### src/rtl/pc_pipeline_unit_pkg.sv
// Shared definitions for the program counter and its PC-shadow chain.
package pc_pipeline_unit_pkg;

    // Control FSM encoding: normal flow, drain after halt, frozen after drain.
    typedef enum logic [1:0] {
        ST_RUN    = 2'b00,
        ST_DRAIN  = 2'b01,
        ST_HALTED = 2'b10
    } pc_state_e;

    localparam int          DEFAULT_ADDR_W   = 16;
    localparam int unsigned DEFAULT_RESET_PC = 32'd0;

endpackage

### src/rtl/pc_pipeline_unit_shadow_stage.sv
// One PC-shadow stage: return-address payload plus valid bit.
// hold keeps the contents, bubble loads the payload but clears valid,
// shift loads payload and valid from the upstream source.
module pc_shadow_stage
    import pc_pipeline_unit_pkg::*;
#(
    parameter int ADDR_W = DEFAULT_ADDR_W
) (
    input  logic              clk,
    input  logic              rst_n,
    input  logic              hold,
    input  logic              bubble,
    input  logic              shift,
    input  logic [ADDR_W-1:0] d_pay,
    input  logic              d_vld,
    output logic [ADDR_W-1:0] q_pay,
    output logic              q_vld
);

    logic [ADDR_W-1:0] pay_r;
    logic              vld_r;

    // Stage register: hold has priority, then bubble, then a normal shift.
    always_ff @(posedge clk or negedge rst_n) begin
        if (!rst_n) begin
            pay_r <= '0;
            vld_r <= 1'b0;
        end else if (hold) begin
            pay_r <= pay_r;
            vld_r <= vld_r;
        end else if (bubble) begin
            pay_r <= d_pay;
            vld_r <= 1'b0;
        end else if (shift) begin
            pay_r <= d_pay;
            vld_r <= d_vld;
        end else begin
            pay_r <= pay_r;
            vld_r <= vld_r;
        end
    end

    assign q_pay = pay_r;
    assign q_vld = vld_r;

endmodule

### src/rtl/pc_pipeline_unit.sv
// Fetch program counter plus a chain of return-address shadow stages.
// Handles stall bubbles, redirect with flush of younger stages, and a
// halt that drains the chain before freezing everything.
module pc_pipeline_unit
    import pc_pipeline_unit_pkg::*;
#(
    parameter int          ADDR_W         = DEFAULT_ADDR_W,
    parameter int          STAGES         = 3,
    parameter int          REDIRECT_STAGE = 1,
    parameter int unsigned RESET_PC       = DEFAULT_RESET_PC,
    parameter int unsigned INC            = 32'd1
) (
    input  logic                     clk,
    input  logic                     rst_n,
    input  logic                     stall,
    input  logic                     flow_change,
    input  logic [ADDR_W-1:0]        dst,
    input  logic                     halt,
    output logic [ADDR_W-1:0]        pc,
    output logic [STAGES*ADDR_W-1:0] pc_stage,
    output logic [STAGES-1:0]        vld_stage,
    output logic                     halted
);

    pc_state_e         state_r;
    pc_state_e         state_next_s;
    logic [ADDR_W-1:0] pc_r;
    logic [ADDR_W-1:0] pc_next_s;
    logic [ADDR_W-1:0] pc_inc_s;
    logic              halted_r;
    logic [STAGES-1:0] hold_s;
    logic [STAGES-1:0] bubble_s;
    logic [STAGES-1:0] shift_s;
    logic [STAGES-1:0] vld_s;
    logic [ADDR_W-1:0] pay_s [STAGES];

    // Wraps modulo 2^ADDR_W by construction.
    assign pc_inc_s = pc_r + ADDR_W'(INC);

    // Next-state, next-PC and per-stage controls from the registered state.
    always_comb begin
        state_next_s = state_r;
        pc_next_s    = pc_r;
        hold_s       = '0;
        bubble_s     = '0;
        shift_s      = '0;
        case (state_r)
            ST_RUN: begin
                shift_s = '1;
                if (flow_change) begin
                    // Redirect wins over stall and halt; squash younger stages.
                    pc_next_s = dst;
                    for (int i = 0; i < STAGES; i++) begin
                        bubble_s[i] = (i <= REDIRECT_STAGE);
                    end
                end else if (stall) begin
                    // Stage 0 re-presents its instruction; stage 1 gets a bubble.
                    hold_s[0]   = 1'b1;
                    bubble_s[1] = 1'b1;
                end else if (halt) begin
                    bubble_s[0]  = 1'b1;
                    state_next_s = ST_DRAIN;
                end else begin
                    pc_next_s = pc_inc_s;
                end
            end
            ST_DRAIN: begin
                shift_s     = '1;
                bubble_s[0] = 1'b1;
                if (flow_change) begin
                    // An older instruction redirected, so the halt never happened.
                    pc_next_s = dst;
                    for (int i = 0; i < STAGES; i++) begin
                        bubble_s[i] = (i <= REDIRECT_STAGE);
                    end
                    state_next_s = ST_RUN;
                end else if (vld_s == '0) begin
                    state_next_s = ST_HALTED;
                end else begin
                    state_next_s = ST_DRAIN;
                end
            end
            ST_HALTED: begin
                hold_s = '1;
            end
            default: begin
                // Unreachable encoding: freeze the chain and resume normal flow.
                hold_s       = '1;
                state_next_s = ST_RUN;
            end
        endcase
    end

    // PC, FSM state and halted flag registers.
    always_ff @(posedge clk or negedge rst_n) begin
        if (!rst_n) begin
            state_r  <= ST_RUN;
            pc_r     <= ADDR_W'(RESET_PC);
            halted_r <= 1'b0;
        end else begin
            state_r  <= state_next_s;
            pc_r     <= pc_next_s;
            halted_r <= (state_next_s == ST_HALTED);
        end
    end

    for (genvar g = 0; g < STAGES; g++) begin : g_stage
        logic [ADDR_W-1:0] d_pay_s;
        logic              d_vld_s;

        if (g == 0) begin : g_first
            assign d_pay_s = pc_inc_s;
            assign d_vld_s = 1'b1;
        end else begin : g_rest
            assign d_pay_s = pay_s[g-1];
            assign d_vld_s = vld_s[g-1];
        end

        pc_shadow_stage #(
            .ADDR_W (ADDR_W)
        ) u_stage (
            .clk    (clk),
            .rst_n  (rst_n),
            .hold   (hold_s[g]),
            .bubble (bubble_s[g]),
            .shift  (shift_s[g]),
            .d_pay  (d_pay_s),
            .d_vld  (d_vld_s),
            .q_pay  (pay_s[g]),
            .q_vld  (vld_s[g])
        );

        assign pc_stage[g*ADDR_W +: ADDR_W] = pay_s[g];
    end

    assign pc        = pc_r;
    assign vld_stage = vld_s;
    assign halted    = halted_r;

endmodule

### config.mk
export PLATFORM = sky130hd
export DESIGN_NAME = pc_pipeline_unit
export DESIGN_NICKNAME = d
export VERILOG_FILES = /design/src/rtl/pc_pipeline_unit_pkg.sv /design/src/rtl/pc_pipeline_unit_shadow_stage.sv /design/src/rtl/pc_pipeline_unit.sv
export SDC_FILE = /design/constraint.sdc
export NUM_CORES = 1
export LEC_CHECK = 0
export BUFFER_PORTS_ARGS = -buffer_cell sky130_fd_sc_hd__buf_2
export CORE_MARGIN = 2
export CORE_UTILIZATION = 25
export DETAILED_ROUTE_END_ITERATION = 10
export HOLD_SLACK_MARGIN = 0.05
export MAX_ROUTING_LAYER = met4
export SYNTH_ARGS = -nofsm -noshare
export SYNTH_HDL_FRONTEND = slang
export SYNTH_HIERARCHICAL = 1
export SYNTH_SLANG_ARGS = --single-unit
### constraint.sdc
create_clock -name clk -period 5 [get_ports clk]
set_input_delay 1 -clock clk [delete_from_list [all_inputs] [get_ports clk]]
set_output_delay 1 -clock clk [all_outputs]
set_load 0.02 [all_outputs]
==> Word level (Yosys, flattened, before mapping) <==
Cells that the tools add are included.
{ "op_classes": {"n_addsub": 1, "n_eq_ne": 6, "muxes": 33, "bitwise": 3, "n_reduce_logical": 11} }
{ "op_table": {"columns": ["operator", "n"], "rows": [
  ["16-bit 2-to-1 mux", 10],
  ["16-bit case mux with 2 select lines", 1],
  ["16-bit by 1-bit adder with 16-bit output, second input constant", 1],
  ["2-bit 2-to-1 mux", 8],
  ["1-bit 2-to-1 mux", 10],
  ["2-bit nonzero test", 4],
  ["3-bit != test, second input constant", 2],
  ["2-bit case mux with 3 select lines", 1],
  ["2-bit AND reduction", 3],
  ["2-bit == test, second input constant", 2],
  ["2-bit case mux with 2 select lines", 1],
  ["4-bit AND reduction", 1],
  ["3-bit logical NOT", 1],
  ["3-bit 2-to-1 mux", 1],
  ["1-bit inverter", 3],
  ["2-bit by 1-bit == test with 1-bit output, second input constant", 1],
  ["2-bit logical NOT", 1],
  ["2-bit != test, second input constant", 1],
  ["1-bit case mux with 2 select lines", 1],
  ["2-bit OR reduction", 1]
]} }
{ "word_totals": {"ff_bits": 70, "out_inout_bits": 68, "wordCells": 63} }

==> Longest topological paths before layout <==
{ "logic_depth": {"ltp_word": 6, "depth_mapped": 7, "ltp_nobuf": 5} }

==> By module <==
Netlist, hierarchy kept.
{ "modules_own_cells": {"columns": ["mod", "instances", "cells_each", "area_each_um2"], "rows": [
  ["pc_shadow_stage", 3, 39, 706.9],
  ["pc_pipeline_unit", 1, 156, 1341.3]
]} }

==> Least setup slack after synthesis <==
Ideal clock, no wire load.
{ "synth_timing": {"path_type": "input -> register", "start": "input flow_change", "end": "register g_stage[0].u_stage.pay_r[10]", "setup_time_ps": 125, "arrival_ps": 2408, "required_time_ps": 4875, "setup_slack_ps": 2467, "cell_stages": 7, "n_path_buf": 2, "path_cell_list": "clkbuf_1 -> inv_1 -> a31o_2 -> nor2_1 -> o21bai_4 -> buf_12 -> mux2_4"} }
{ "synth_via": {"elab_chain_cells": 4} }
{ "synth_rtl": {"columns": ["element", "line_no", "rtl"], "rows": [
  ["start, declared", "pc_pipeline_unit.sv:16", "input logic flow_change,"],
  ["1-bit 2-to-1 mux", "pc_pipeline_unit.sv:50", "if (flow_change) begin"],
  ["1-bit case mux with 2 select lines", "pc_pipeline_unit.sv:47", "case (state_r)"],
  ["named net hold_s[0]", "pc_pipeline_unit.sv:31", "logic [STAGES-1:0] hold_s;"],
  ["1-bit inverter (no source line)", null, null],
  ["2-bit AND reduction (no source line)", null, null],
  ["end signal, assigned", "pc_pipeline_unit_shadow_stage.sv:32", "pay_r <= d_pay;"],
  ["end signal, assigned", "pc_pipeline_unit_shadow_stage.sv:35", "pay_r <= d_pay;"],
  ["end signal, assigned", "pc_pipeline_unit_shadow_stage.sv:38", "pay_r <= pay_r;"],
  ["end, declared", "pc_pipeline_unit_shadow_stage.sv:20", "logic [ADDR_W-1:0] pay_r;"]
]} }
The timed path passes the listed nets, and every way through them passes these cells.
A chain may end at the register's enable or synchronous reset.

==> Worst setup path in the final report <==
{ "layout_timing": {"start": "register state_r[1]", "end": "register pc_r[2] (netlist: pc[2])"} }
{ "layout_via": {"elab_chain_cells": 3} }
{ "layout_rtl": {"columns": ["element", "line_no", "rtl"], "rows": [
  ["start, declared", "pc_pipeline_unit.sv:25", "pc_state_e state_r;"],
  ["start signal, assigned", "pc_pipeline_unit.sv:101", "state_r <= state_next_s;"],
  ["2-bit by 1-bit == test with 1-bit output or 2-bit logical NOT (tied branches)", "pc_pipeline_unit.sv:47", null],
  ["2-bit != test (no source line) (tied with other cells)", null, null],
  ["4-bit AND reduction (no source line)", null, null],
  ["end signal, assigned", "pc_pipeline_unit.sv:98", "pc_r <= ADDR_W'(RESET_PC);"],
  ["end signal, assigned", "pc_pipeline_unit.sv:102", "pc_r <= pc_next_s;"],
  ["end, declared", "pc_pipeline_unit.sv:27", "logic [ADDR_W-1:0] pc_r;"]
]} }
Several ways; a longest one is shown, not always the timed one.

==> flow_summary.toml <==
[clocking]
cts-buffers-inserted = 9
cts.path.max_buffers = 2
cts_hold_buf = 0
clock-root-buffer = "clkbuf_16"
post_cts_resized = 0
htree_levels = 3
clk_latency_ns = 0.33
clk_pin_slew_ns = 0.06
cts_setup_buffers = 0
cts_sinks = 70
tritoncts = "yes"

[yosys]
yosysTopAreaCell = "dfrtp_1"
avgSynthCellArea_um2 = 12.7
synth_compound_area_frac = 0.0987
ys_types = 45
synthMuxAreaShare = 0.194
synth_xor_area_frac = 0.0354
synth-seq-cells = 70
synthDominantCellAreaShare = 0.506
async_flop_share = 1.00
synthAdderAreaFrac = 0.00361
synthCells = 273
synth_area_leaders = "dfrtp_1 51%, mux2_4 13%, mux2_2 5.9%, nand3_1 3.0%, xnor2_1 2.8%"
ys.flop_type = "dfrtp_1"
synth_edf_count = 0
synth_simple_gate_area_share = 0.119
yosys_warnings = 6
syn_area_mm2 = 0.00346
yosysSeqAreaShare = 0.506
synth_top_family_by_area = "multiplexers"

[sta]
finalSetupViolCount = 0
finalSetupTns_ns = 0
tightest_slew_ns = 1.27
worst_clock_skew_ns = 0.00909
clock.fmax_mhz = 369
min_period_over_period = 0.542
min_period_ns = 2.71
hold_violations = 0
rsz0062_at_grt = "false"
finalMaxSlewViolations = 0
relSlewSlack = 0.150

[grt]
grt-ovfl-total = 0
antenna_found_initial = 1
grt_pass1_wl_mm = 14.1
grt_pass1_vias = 2506
grt_max_degree = 71
grt_usage = 0.130

[job]
cap_viol_max_count = 0

[power_and_ir_drop]
leakage_nw = 1.89
powerDensity_mw_per_mm2 = 787
ir_drop_uv = 198

[routing]
drt-initial-drc-count = 133
wirelength_mm = 8.89
first_pass_iters = 4
wl_met1_mm = 4.05
vias = 2541
dr_wl_met3_um = 546
routedWlPerCell_um = 16.3
ant_nets = 0
routed_via_density = 4.66
route.met2.wl_mm = 4.12
maxUsedRoutingLayer = "met4"
drc_errors = 0

[final_layout]
drive_above_1_share = 0.462
stdcell_count = 545
layout_common_cells = "87 x buf_2, 70 x dfrtp_1, 30 x mux2_4"
final_nets = 381
n_fill_cell = 1415
mostFrequentLayoutCell = "buf_2"
synthToLayoutAreaGrowth_pct = 25.1
design_area_mm2 = 0.00433

[place]
dp.cells = 528
routabilityCongestion = 0.838
dp_hpwl_mm = 6.35
place_area_mm2 = 0.00402
io_buffer_count = 88

[min_path]
min-delay-start = "g_stage[2].u_stage/q_pay[0]"
whs_path_depth = 1
hold_path.class = "reg2reg"

[floorplan]
die_w_um = 122
num_io_pins = 89
start_util = 0.252
core-area_mm2 = 0.0137
fp.dieH_um = 122
std_cell_rows = 43
die_area_mm2 = 0.0148

[worst_setup_path]
cp.required_ns = 5.18
path_class = "reg2reg"
worstPathArrival_ns = 2.89
critPathLaunch = "state_r[1]"
r2r-start = "state_r[1]"
reg2reg_depth = 5
cp-end-kind = "register"
crit_path_start_kind = "register"
worst-path-max-fanout = 24

[outcome]
outcome = "completed"
registers in the layout, indices dropped and copies added, names as in the netlist:
name,count
state_r,2
pc,16
g_stage.u_stage/q_pay,48
halted,1
g_stage.u_stage/q_vld,3
synth_stat cells (2+ instances only):
| master | count |
|---|---|
| or4_1 | 5 |
| xor2_1 | 3 |
| a2bb2oi_1 | 4 |
| or3_2 | 2 |
| nand4_1 | 4 |
| nand3_1 | 21 |
| or3b_2 | 3 |
| clkbuf_1 | 7 |
| nor2_1 | 4 |
| o211ai_1 | 3 |
| o21ai_0 | 5 |
| a21oi_1 | 6 |
| mux2_2 | 18 |
| mux2_4 | 30 |
| o21bai_4 | 3 |
| buf_4 | 3 |
| nor4_1 | 2 |
| mux2i_1 | 2 |
| nand4b_1 | 2 |
| nand2_1 | 19 |
| buf_1 | 2 |
| inv_1 | 5 |
| dfrtp_1 | 70 |
| a32oi_1 | 7 |
| buf_12 | 3 |
| nor3_1 | 3 |
| xnor2_1 | 11 |
| a32o_1 | 2 |
| o22ai_1 | 2 |
| or4_4 | 2 |
| o311ai_0 | 3 |
| conb_1 | 2 |
| a31o_2 | 3 |
per-layer routing:
metal  GRT usage  up-vias
li1            -     1181
met1       0.168     1253
met2       0.190       95
met3      0.0384       12
met4      0.0539        0
met5           -        -
power by group:
group,leakage (nW),switching (mW),internal (mW)
sequential,0.801,0.288,0.851
clock,0.143,0.265,0.392
combinational,0.946,0.855,0.758
logic make-up (layout without fill, tap and decap cells):
logic type | Yosys count | after routing
buffers and inverters | 21 | 110
AND/OR/NAND/NOR | 73 | 73
flip-flops | 70 | 70
multiplexers | 50 | 50
adder cells (fa/ha/maj) | 1 | 1
other | 2 | 5
AO/OA/AOI/OAI | 42 | 42
XOR/XNOR | 14 | 14
critical path: stages, from the launching register on:
cell     delay [ns]
dfrtp_1        0.56
inv_1          0.47
a21oi_1        0.86
buf_4          0.33
mux2i_1        0.22
a22oi_1        0.11
area by class of cell:
cell class	count	area, µm²	share of cell area
inverters	5	18.8	0.00433
multi-input cells	184	1580	0.364
repair buffers	89	450	0.104
well taps	180	225	0.0520
clock inverters	7	80.1	0.0185
clock buffers	9	225	0.0520
diodes	1	2.50	0.000578
flip-flops and latches	70	1750	0.404
worst paths after layout:
path                       slack (ns)                     endpoint
max                              2.29                        pc[2]
min                              0.50  g_stage[2].u_stage/q_pay[0]
max reg2reg                      2.29                        pc[2]
min reg2reg                      0.50  g_stage[2].u_stage/q_pay[0]
max in group asynchronous        3.64  g_stage[2].u_stage/q_pay[0]
min in group asynchronous        0.79  g_stage[2].u_stage/q_pay[9]
per-stage QoR:
stage	setup slack, ns	total power, mW	hold WS (ns)	util
finish	2.29	3.41	0.502	0.316
global route	2.11	3.63	0.521	0.316
CTS	2.34	3.46	0.505	0.316
detailed placement	2.25	2.78	0.493	0.293
global placement	2.30	2.73	0.484	0.293
floorplan	2.47	2.33	0.519	-
Power figures use the tool's default switching activity.
